[src/rtl/ram_wr_arbiter_pkg.sv]
// Shared types and helpers for the RAM write-side arbiter.
// Holds the FSM state encoding and the width helpers used for the round-robin pointer and memory depth.
package ram_ctrl_pkg;

   typedef enum logic {
      INIT = 1'b0,
      RUN  = 1'b1
   } state_t;

   // Index width for n requesters; never below 1 so a 2-entry pointer still has a bit.
   function automatic int clog2(input int n);
      int w;
      for (w = 1; (1 << w) < n; w++) begin
      end
      return w;
   endfunction

   function automatic int depth(input int aw);
      return 1 << aw;
   endfunction

endpackage

[src/rtl/ram_wr_arbiter_if.sv]
// Requester handshake bus plus the two registered RAM write ports.
// The master side drives the requests; the slave side is the arbiter.
interface ram_wr_arbiter_if #(
   parameter int DATAWIDTH = 8,
   parameter int ADDRWIDTH = 3,
   parameter int NUM_REQ   = 4
);
   logic [NUM_REQ-1:0]           req_valid;
   logic [NUM_REQ-1:0]           req_ready;
   logic [NUM_REQ*ADDRWIDTH-1:0] req_addr;
   logic [NUM_REQ*DATAWIDTH-1:0] req_data;
   logic                         en_w1_n;
   logic [ADDRWIDTH-1:0]         addr_w1;
   logic [DATAWIDTH-1:0]         data_w1;
   logic                         en_w2_n;
   logic [ADDRWIDTH-1:0]         addr_w2;
   logic [DATAWIDTH-1:0]         data_w2;
   logic                         init_done;

   modport master (
      output req_valid, req_addr, req_data,
      input  req_ready, en_w1_n, addr_w1, data_w1, en_w2_n, addr_w2, data_w2, init_done
   );

   modport slave (
      input  req_valid, req_addr, req_data,
      output req_ready, en_w1_n, addr_w1, data_w1, en_w2_n, addr_w2, data_w2, init_done
   );
endinterface

[src/rtl/ram_wr_arbiter_rr_pick.sv]
// Rotating-priority first-one finder: returns the first set bit of (vec & ~mask),
// searching upward from ptr and wrapping at N.
module rr_pick #(
   parameter int N  = 4,
   parameter int PW = 2
) (
   input  logic [N-1:0]  vec_i,
   input  logic [N-1:0]  mask_i,
   input  logic [PW-1:0] ptr_i,
   output logic [PW-1:0] idx_o,
   output logic          found_o
);
   logic [N-1:0] cand;

   assign cand = vec_i & ~mask_i;

   // Walk from the farthest offset back to ptr so the nearest candidate is written last.
   always_comb begin
      logic [PW:0] jx;
      idx_o   = '0;
      found_o = 1'b0;
      jx      = '0;
      for (int k = N - 1; k >= 0; k--) begin
         jx = {1'b0, ptr_i} + (PW + 1)'(k);
         if (jx >= (PW + 1)'(N)) begin
            jx = jx - (PW + 1)'(N);
         end
         if (cand[jx[PW-1:0]]) begin
            found_o = 1'b1;
            idx_o   = jx[PW-1:0];
         end
      end
   end
endmodule

[src/rtl/ram_wr_arbiter.sv]
// Schedules up to two requester writes per clock onto the RAM's two write ports with
// round-robin priority, never issuing two writes to one address; optionally zero-fills first.
import ram_ctrl_pkg::*;

module ram_wr_arbiter #(
   parameter int DATAWIDTH = 8,
   parameter int ADDRWIDTH = 3,
   parameter int NUM_REQ   = 4,
   parameter int INIT_EN   = 1
) (
   input logic             clk,
   input logic             rst,
   ram_wr_arbiter_if.slave bus
);
   localparam int PW    = clog2(NUM_REQ);
   localparam int DEPTH = depth(ADDRWIDTH);
   localparam logic [ADDRWIDTH-1:0] INIT_LAST = ADDRWIDTH'(DEPTH / 2 - 1);

   state_t               state_q, state_d;
   logic [ADDRWIDTH-1:0] init_cnt_q, init_cnt_d;
   logic [PW-1:0]        rr_ptr_q, rr_ptr_d;
   logic                 en_w1_n_q, en_w1_n_d, en_w2_n_q, en_w2_n_d;
   logic [ADDRWIDTH-1:0] addr_w1_q, addr_w1_d, addr_w2_q, addr_w2_d;
   logic [DATAWIDTH-1:0] data_w1_q, data_w1_d, data_w2_q, data_w2_d;
   logic                 init_done_q;

   logic [ADDRWIDTH-1:0] addr_a [NUM_REQ];
   logic [DATAWIDTH-1:0] data_a [NUM_REQ];
   logic [NUM_REQ-1:0]   mask2;
   logic [NUM_REQ-1:0]   ready;
   logic [PW-1:0]        g1, g2;
   logic                 f1, f2;

   // Second grant excludes the first winner and anything aimed at the same word.
   generate
      for (genvar gi = 0; gi < NUM_REQ; gi++) begin : g_req
         assign addr_a[gi] = bus.req_addr[gi*ADDRWIDTH +: ADDRWIDTH];
         assign data_a[gi] = bus.req_data[gi*DATAWIDTH +: DATAWIDTH];
         assign mask2[gi]  = (g1 == PW'(gi)) || (addr_a[gi] == addr_a[g1]);
         assign ready[gi]  = (state_q == RUN) &&
                             ((f1 && (g1 == PW'(gi))) || (f2 && (g2 == PW'(gi))));
      end
   endgenerate

   rr_pick #(.N(NUM_REQ), .PW(PW)) u_pick1 (
      .vec_i(bus.req_valid), .mask_i('0), .ptr_i(rr_ptr_q), .idx_o(g1), .found_o(f1)
   );

   rr_pick #(.N(NUM_REQ), .PW(PW)) u_pick2 (
      .vec_i(bus.req_valid), .mask_i(mask2), .ptr_i(rr_ptr_q), .idx_o(g2), .found_o(f2)
   );

   function automatic logic [PW-1:0] wrap_inc(input logic [PW-1:0] g);
      return (g == PW'(NUM_REQ - 1)) ? '0 : g + 1'b1;
   endfunction

   always_comb begin
      state_d    = state_q;
      init_cnt_d = init_cnt_q;
      rr_ptr_d   = rr_ptr_q;
      en_w1_n_d  = 1'b1;
      addr_w1_d  = addr_w1_q;
      data_w1_d  = data_w1_q;
      en_w2_n_d  = 1'b1;
      addr_w2_d  = addr_w2_q;
      data_w2_d  = data_w2_q;
      case (state_q)
         INIT: begin
            en_w1_n_d  = 1'b0;
            en_w2_n_d  = 1'b0;
            addr_w1_d  = ADDRWIDTH'({init_cnt_q, 1'b0});
            addr_w2_d  = ADDRWIDTH'({init_cnt_q, 1'b1});
            data_w1_d  = '0;
            data_w2_d  = '0;
            init_cnt_d = init_cnt_q + 1'b1;
            if (init_cnt_q == INIT_LAST) begin
               state_d = RUN;
            end
         end
         RUN: begin
            if (f1) begin
               en_w1_n_d = 1'b0;
               addr_w1_d = addr_a[g1];
               data_w1_d = data_a[g1];
               rr_ptr_d  = wrap_inc(g1);
            end
            if (f2) begin
               en_w2_n_d = 1'b0;
               addr_w2_d = addr_a[g2];
               data_w2_d = data_a[g2];
               rr_ptr_d  = wrap_inc(g2);
            end
         end
      endcase
   end

   always_ff @(posedge clk) begin
      if (rst) begin
         state_q     <= (INIT_EN != 0) ? INIT : RUN;
         init_cnt_q  <= '0;
         rr_ptr_q    <= '0;
         en_w1_n_q   <= 1'b1;
         addr_w1_q   <= '0;
         data_w1_q   <= '0;
         en_w2_n_q   <= 1'b1;
         addr_w2_q   <= '0;
         data_w2_q   <= '0;
         init_done_q <= 1'b0;
      end else begin
         state_q     <= state_d;
         init_cnt_q  <= init_cnt_d;
         rr_ptr_q    <= rr_ptr_d;
         en_w1_n_q   <= en_w1_n_d;
         addr_w1_q   <= addr_w1_d;
         data_w1_q   <= data_w1_d;
         en_w2_n_q   <= en_w2_n_d;
         addr_w2_q   <= addr_w2_d;
         data_w2_q   <= data_w2_d;
         init_done_q <= (state_q == RUN);
      end
   end

   assign bus.req_ready = ready;
   assign bus.en_w1_n   = en_w1_n_q;
   assign bus.addr_w1   = addr_w1_q;
   assign bus.data_w1   = data_w1_q;
   assign bus.en_w2_n   = en_w2_n_q;
   assign bus.addr_w2   = addr_w2_q;
   assign bus.data_w2   = data_w2_q;
   assign bus.init_done = init_done_q;
endmodule

[src/flat_wrapper.sv]
// flat-port wrapper written by rule: the top's interface ports become plain ports
module ram_wr_arbiter_flat 
#(
   parameter int DATAWIDTH = 8,
   parameter int ADDRWIDTH = 3,
   parameter int NUM_REQ   = 4,
   parameter int INIT_EN   = 1
)
  (clk, rst, bus_req_valid, bus_req_addr, bus_req_data, bus_req_ready, bus_en_w1_n, bus_addr_w1, bus_data_w1, bus_en_w2_n, bus_addr_w2, bus_data_w2, bus_init_done);
  ram_wr_arbiter_if #(.DATAWIDTH(DATAWIDTH), .ADDRWIDTH(ADDRWIDTH), .NUM_REQ(NUM_REQ)) bus_i ();
  input logic clk;
  input logic rst;
  input wire logic [$bits(bus_i.req_valid)-1:0] bus_req_valid;
  input wire logic [$bits(bus_i.req_addr)-1:0] bus_req_addr;
  input wire logic [$bits(bus_i.req_data)-1:0] bus_req_data;
  output wire logic [$bits(bus_i.req_ready)-1:0] bus_req_ready;
  output wire logic [$bits(bus_i.en_w1_n)-1:0] bus_en_w1_n;
  output wire logic [$bits(bus_i.addr_w1)-1:0] bus_addr_w1;
  output wire logic [$bits(bus_i.data_w1)-1:0] bus_data_w1;
  output wire logic [$bits(bus_i.en_w2_n)-1:0] bus_en_w2_n;
  output wire logic [$bits(bus_i.addr_w2)-1:0] bus_addr_w2;
  output wire logic [$bits(bus_i.data_w2)-1:0] bus_data_w2;
  output wire logic [$bits(bus_i.init_done)-1:0] bus_init_done;
  assign bus_i.req_valid = bus_req_valid;
  assign bus_i.req_addr = bus_req_addr;
  assign bus_i.req_data = bus_req_data;
  assign bus_req_ready = bus_i.req_ready;
  assign bus_en_w1_n = bus_i.en_w1_n;
  assign bus_addr_w1 = bus_i.addr_w1;
  assign bus_data_w1 = bus_i.data_w1;
  assign bus_en_w2_n = bus_i.en_w2_n;
  assign bus_addr_w2 = bus_i.addr_w2;
  assign bus_data_w2 = bus_i.data_w2;
  assign bus_init_done = bus_i.init_done;
  ram_wr_arbiter #(.DATAWIDTH(DATAWIDTH), .ADDRWIDTH(ADDRWIDTH), .NUM_REQ(NUM_REQ), .INIT_EN(INIT_EN)) u_core (.clk(clk), .rst(rst), .bus(bus_i));
endmodule
[config.mk]
export PLATFORM = sky130hd
export DESIGN_NAME = ram_wr_arbiter_flat
export DESIGN_NICKNAME = d
export VERILOG_FILES = /design/src/rtl/ram_wr_arbiter_pkg.sv /design/src/rtl/ram_wr_arbiter_if.sv /design/src/rtl/ram_wr_arbiter_rr_pick.sv /design/src/rtl/ram_wr_arbiter.sv /design/src/flat_wrapper.sv
export SDC_FILE = /design/constraint.sdc
export NUM_CORES = 1
export LEC_CHECK = 0
export CORE_MARGIN = 3
export CORE_UTILIZATION = 48
export CTS_BUF_LIST = sky130_fd_sc_hd__clkbuf_8
export CTS_CLUSTER_SIZE = 25
export DETAILED_ROUTE_END_ITERATION = 10
export PLACE_DENSITY = 0.9
export SETUP_SLACK_MARGIN = 0.4
export SLEW_MARGIN = 0
export SYNTH_ARGS = -nofsm -noshare
export SYNTH_HDL_FRONTEND = slang
export SYNTH_SLANG_ARGS = --single-unit
[constraint.sdc]
create_clock -name clk -period 6 [get_ports clk]
set_input_delay 1.2 -clock clk [delete_from_list [all_inputs] [get_ports clk]]
set_output_delay 1.2 -clock clk [all_outputs]
set_load 0.005 [all_outputs]
==> results.yml <==
synth:
  synth_top_family_by_area: "simple AND/OR/NAND/NOR gates"
  async_reset_ff_share_pct: 0
  avgSynthCellArea_um2: 7.54
  synthSimpleGateAreaFrac_pct: 23.6
  synthXorXnorAreaFrac_pct: 5.99
  syn_area_um2: 2490
  synthAdderAreaFrac_pct: 3.52
  synth_mux_area_share_pct: 12.9
  synth_edf_count: 0
  synth-seq-cells: 31
  synth_compound_area_share_pct: 21.5
  synth.distinct_cells: 53
  ys_warn_count: 0
  yosysSeqAreaShare_pct: 24.9
  synth_nets: 387
  ys.flop_type: "dfxtp_1"
  syn_inst: 330
floorplanning:
  coreArea_um2: 4880
  start_util_pct: 51.0
  fp.dieH_um: 78.0
  ioPinCount: 79
  die_area_um2: 6080
  die_w_um: 78.0
  fp-row-count: 25
global_route:
  grt_pass1_wl_um: 13500
  antenna_found_initial: 0
  track_usage_pct: 27.8
  grt.overflow.total: 0
  grt_max_degree: 22
  grt_pass1_vias: 2893
timing:
  setup_violations: 0
  drv_slew: 0
  fin_setup_tns_ns: 0
  rsz0062_at_grt: "no"
  fin_crit_sh_pct: 91.9
  worst_pin_slew_ns: 1.21
  fin_crit_ns: 5.51
  fmax_mhz: 181
  slew_headroom_pct: 18.7
  finalClockSkew_ns: 0.00820
  finalHoldViolCount: 0
clock_network:
  clk_pin_slew_worst_paths_ns: 0.06
  cts_max_path_buffers: 2
  tritoncts: "built"
  cts-root-buf: "clkbuf_8"
  clk_latency_ns: 0.29
  cts.sinks: 31
  cts_max_level: 2
  cts-buffers-inserted: 5
drt:
  drt_iter0_markers: 340
  wl_per_cell_um: 18.6
  firstDrtPassIters: 5
  drc: 0
  routed_wl_um: 9080
  avgViaCountPerCell: 6.16
  route.antenna.remaining_nets: 0
  vias: 3005
power:
  power_frac_seq_pct: 25.6
  p_int_uw: 592
  fin_total_pwr_uw: 934
  p_leak_uw: 0.00163
  switching_share_pct: 36.6
  p_clk_share_pct: 23.1
  p_switching_uw: 342
  p_per_area_nw_per_um2: 248
  ir_drop_mv: 0.141
  p_comb_share_pct: 51.3
hold_path:
  hold_path_class: "flip-flop to flip-flop"
worst_setup_path:
  critPathLaunchType: "input port"
  critPathCaptureType: "output port"
  slowest_stage: "or4_4"
  critPathMaxFanout: 7
  critical-path-top-delay-family: "compound AO/OA/AOI/OAI gates"
  crit_type: "input port to output port"
  worstPathCellList: "dlygate4sd2_1, nor2b_2, or4_4, nand2_8, buf_12, a21oi_1, a311o_1, o221ai_1, o211ai_1, o21a_1, o21ai_4, buf_4, inv_2, ha_1, a22oi_1, nor2_1, dlymetal6s2s_1"
  max_stage_delay_ns: 0.56
  required_ns: 4.80
  arrival_ns: 4.31
  crit_buf_inv: 5
cells_and_area:
  mostFrequentLayoutCell: "clkdlybuf4s50_1"
  layout_common_cells: "clkdlybuf4s50_1, nand2_1, mux2i_1"
  finalNonFillerCells: 488
  diodes: 0
  nets: 477
  drive_gt1_share_pct: 17.1
  synthToLayoutAreaGrowth_pct: 51.3
run_status:
  status: "finished, final reports clean"
placed_design:
  dp.cells: 464
  routabilityCongestion: 0.964
  numPortBuffers: 78
  hpwlAfterDp_um: 5810
run:
  maxCapViolCount: 0
[cell families (layout without fill, tap and decap cells)]
group                      count (synthesis)  after routing
buffers and inverters                     39            130
xor gates and xnor gates                  17             17
AOI/OAI and AO/OA                         72             72
muxes                                     32             32
and+or+nand+nor                          132            132
adders and majority gates                  7              7
DFF                                       31             31
[what timing repair did]
action | in CTS | in global routing
endpoints found under the setup margin | 4 | 4
buffers inserted | 7 | 9
hold buffers | 0 | 0
resized for setup | 30 | 22
pin swaps | 5 | 14
[cells in the mapped netlist, types with 6 or more instances]
master	instances	area, um2
ha_1	7	87.6
a21oi_1	16	80.1
nand3_1	27	135
dfxtp_1	31	621
mux2i_1	32	320
inv_1	10	37.5
nor2_1	22	82.6
xnor2_1	10	87.6
a22o_1	8	70.1
xor2_1	7	61.3
nand2_1	61	229
clkbuf_1	16	60.1
nor2b_1	6	37.5
[per-stage QoR]
stage / hold WS [ns] / instance area (um2) / util [%] / worst slack (ns)
global placement: 0.445 / 3350 / 68.7 / 0.133
CTS: 0.456 / 3630 / 74.3 / 0.286
detailed placement: 0.447 / 3350 / 68.7 / -0.0164
global route: 0.491 / 3760 / 77.1 / 0.330
floorplan: 0.448 / 2490 / - / 0.425
finish: 0.457 / 3760 / 77.1 / 0.486
[power groups by stage]
stage	Combinational (uW)	Clock, uW	Sequential [uW]
floorplan	265	0	237
global placement	379	0	241
detailed placement	394	0	241
CTS	429	216	237
global route	508	227	241
finish	479	216	239
[worst reg2reg max path, stage by stage, from the launching register on]
cell      delay, ns
dfxtp_1        0.45
inv_1          0.19
or4_4          0.61
nand2_8        0.14
buf_12         0.12
nand2_1        0.09
a32oi_1        0.20
o221ai_1       0.19
o211ai_1       0.29
buf_4          0.17
nand4_1        0.12
nand2_2        0.16
nor2b_4        0.07
buf_4          0.13
buf_4          0.12
buf_4          0.12
buf_4          0.14
a221oi_1       0.31
[state kept, by name (all words and copies together), names as in the netlist]
| register | cells |
|---|---|
| u_core.bus.addr_w1 | 3 |
| u_core.bus.addr_w2 | 3 |
| u_core.bus.en_w1_n | 1 |
| u_core.bus.data_w2 | 8 |
| u_core.rr_ptr_q | 2 |
| u_core.bus.init_done | 1 |
| u_core.bus.data_w1 | 8 |
| u_core.state_q | 1 |
| u_core.init_cnt_q | 3 |
| u_core.bus.en_w2_n | 1 |
[worst paths after layout]
path / startpoint / endpoint / slack [ns] / depth (start not counted)
max reg2reg: u_core.rr_ptr_q[1] / u_core.bus.addr_w2[2] / 2.29 / 17
min: u_core.bus.data_w1[3] / u_core.bus.data_w1[3] / 0.46 / 2
min reg2reg: u_core.bus.data_w1[3] / u_core.bus.data_w1[3] / 0.46 / 2
max: bus_req_valid[0] / bus_req_ready[3] / 0.49 / 17
[cell type report]
| class | count | area (um2) |
|---|---|---|
| Multi-Input combinational cell | 260 | 1820 |
| Fill cell | 351 | 1120 |
| Timing Repair Buffer | 110 | 1070 |
| Sequential cell | 31 | 621 |
| Tap cell | 67 | 83.8 |
| Clock buffer | 6 | 82.6 |
| Inverter | 12 | 45.0 |
| Clock inverter | 2 | 35.0 |
[per-layer routing]
metal	GRT usage, %	part of all wire [%]
met5	0	0
met4	15.0	4.4
met3	6.84	9.5
met2	47.1	48
met1	32.1	38
(Power assumes the default switching activity.)
==> RTL edit (config.mk and constraints unchanged) <==
`data_w1_q` and `data_w2_q` no longer have a reset.
--- a/src/rtl/ram_wr_arbiter.sv
+++ b/src/rtl/ram_wr_arbiter.sv
@@ -102,8 +102,6 @@
          en_w1_n_q   <= 1'b1;
          addr_w1_q   <= '0;
-         data_w1_q   <= '0;
          en_w2_n_q   <= 1'b1;
          addr_w2_q   <= '0;
-         data_w2_q   <= '0;
          init_done_q <= 1'b0;
       end else begin
@@ -113,10 +111,13 @@
          en_w1_n_q   <= en_w1_n_d;
          addr_w1_q   <= addr_w1_d;
-         data_w1_q   <= data_w1_d;
          en_w2_n_q   <= en_w2_n_d;
          addr_w2_q   <= addr_w2_d;
-         data_w2_q   <= data_w2_d;
          init_done_q <= (state_q == RUN);
       end
+   end
+
+   always_ff @(posedge clk) begin
+      data_w1_q <= data_w1_d;
+      data_w2_q <= data_w2_d;
    end
 
Function: differs if rst is asserted again (counterexample within 10 cycles, from zero or initial values and one cycle with rst high); with rst held inactive, the same outputs for 10 cycles.
==> RTL edit against the original RTL <==
  * Wire length decreased by 14%
  * Setup slack better by 95 ps
  * Count of clock-buffer cells in the layout did not move
  * Final cell count fell by 11%
  * Power fell by 12%
  * Sequential cell count is the same
  * Clock skew shrank 5.0 ps
  * Sequential power up 11%
  * Synthesized area increased by 2.1%
  * Design area is 5.8% lower
  * Synthesized cell count decreased by 13%
  * Largest cell class unchanged
==> RTL edit: results (changes against the original RTL) <==
[run_status]
outcome=complete, no violations  ; unchanged

[routing]
drt_iter0_drc=311  ; was 340
drt_wl_total_um=7840  ; was 9080 um
dr.pass1.iters=5  ; unchanged
vias=2660  ; was 3005
wl_per_cell_um=18.1  ; was 18.6 um

[placement]
placed_cells=423  ; was 464
portBuffers=78  ; unchanged
pre_cts_slack_ps=118  ; was -16.4 ps
dpl_cell_area_um2=3330  ; was 3350 um^2
hpwl_um=5650  ; was 5810 um
gp_congestion=0.963  ; was 0.964

[logic_synthesis]
synth_top_area_frac=0.189  ; was 0.249
ys_warn_count=0  ; unchanged
syn_nets=348  ; was 387
ys_types=61  ; was 53
synth_commonest_cells=38 x nand2_1, 27 x nand3_1, 21 x mux2i_1  ; was 61 x nand2_1, 32 x mux2i_1, 31 x dfxtp_1
async_reset_ff_frac=0  ; unchanged
ys_seq_area_frac=0.308  ; was 0.249
synth-edff-count=16  ; was 0
ys_top_cells_by_area=edfxtp_1 19%, dfxtp_1 12%, mux2i_1 8.3%, nand2_1 5.6%, nand3_1 5.3%  ; was dfxtp_1 25%, mux2i_1 13%, nand2_1 9.2%, nand3_1 5.4%, ha_1 3.5%
syn-mean-instance-area_um2=8.81  ; was 7.54 um^2

[critical_path]
slowest_delay_ps=450  ; was 560 ps
crit_slowest_cell=clkdlybuf4s50_1  ; was or4_4
worstPathMaxFanout=10  ; was 7
worstPathArrival_ps=4220  ; was 4310 ps
crit_family=compound AO/OA/AOI/OAI gates  ; unchanged

[worst_hold_path]
hold_path_class=flip-flop to flip-flop  ; unchanged

[timing]
slew_headroom=0.472  ; was 0.187
skew_ps=3.16  ; was 8.20 ps

[global_route]
grt_usage=0.258  ; was 0.278
grt_pass1_vias=2568  ; was 2893
antenna_found_initial=0  ; unchanged
grt_pass1_wl_um=12700  ; was 13500 um
grt_max_degree=25  ; was 22

[power_and_ir_drop]
vdd_ir_drop_max_mv=0.130  ; was 0.141 mV
leakage_nw=1.44  ; was 1.63 nW

[layout]
fillers=370  ; was 351
drive_gt1_frac=0.123  ; was 0.171
finalInstanceArea_um2=3540  ; was 3760 um^2
diodes=0  ; unchanged

[clock_network]
cts_made_buffers=5  ; unchanged
htreeDepth=2  ; unchanged
clk_pin_slew_worst_paths_ps=70
clockBufferDepth=2  ; unchanged
insertion_delay_ps=290  ; about the same
cts_root_buf=clkbuf_8  ; unchanged

## RTL edit: timing repair
action / CTS / global route
gates resized for setup: 12 / 9
setup endpoints to repair: 4 / 4
cloned: 1 / 0
pin swaps: 5 / 3
setup buffers: 2 / 0
## RTL edit: where the power goes
group	total [mW]	internal (mW)	switching, mW
Combinational	0.343	0.167	0.177
Sequential	0.266	0.248	0.0181
Clock	0.216	0.134	0.0821
## RTL edit: cell families after synthesis
group | Yosys count | share of synthesized area
flip-flops | 31 | 0.308
buffers and inverters | 23 | 0.0572
XOR/XNOR | 12 | 0.0414
AO/OA/AOI/OAI | 73 | 0.214
adder cells (fa/ha/maj) | 10 | 0.0493
multiplexers | 23 | 0.101
AND/OR/NAND/NOR | 116 | 0.230
## RTL edit: metal layers
| metal | up-vias | routed length (um) | global-route usage |
|---|---|---|---|
| met4 | 0 | 218 | 0.112 |
| li1 | 1225 | - | - |
| met1 | 1226 | 3090 | 0.324 |
| met3 | 28 | 732 | 0.0612 |
| met5 | - | 0 | 0 |
| met2 | 181 | 3800 | 0.423 |
## RTL edit: layout make-up
class,instances,area share
Multi-Input combinational cell,234,0.475
Clock buffer,6,0.0233
Timing Repair inverter,1,0.00141
Sequential cell,31,0.220
Inverter,7,0.00953
Timing Repair Buffer,86,0.237
Tap cell,67,0.0236
Clock inverter,2,0.00988
## RTL edit: final timing paths
| kind | startpoint | slack (ps) | to | depth (start not counted) |
|---|---|---|---|---|
| setup / recovery | bus_req_valid[1] | 580 | bus_req_ready[3] | 14 |
| hold / removal | u_core.init_cnt_q[2] | 500 | u_core.init_cnt_q[2] | 2 |
| setup reg to reg | u_core.rr_ptr_q[1] | 2360 | u_core.bus.data_w2[0] | 12 |
| hold reg to reg | u_core.init_cnt_q[2] | 500 | u_core.init_cnt_q[2] | 2 |
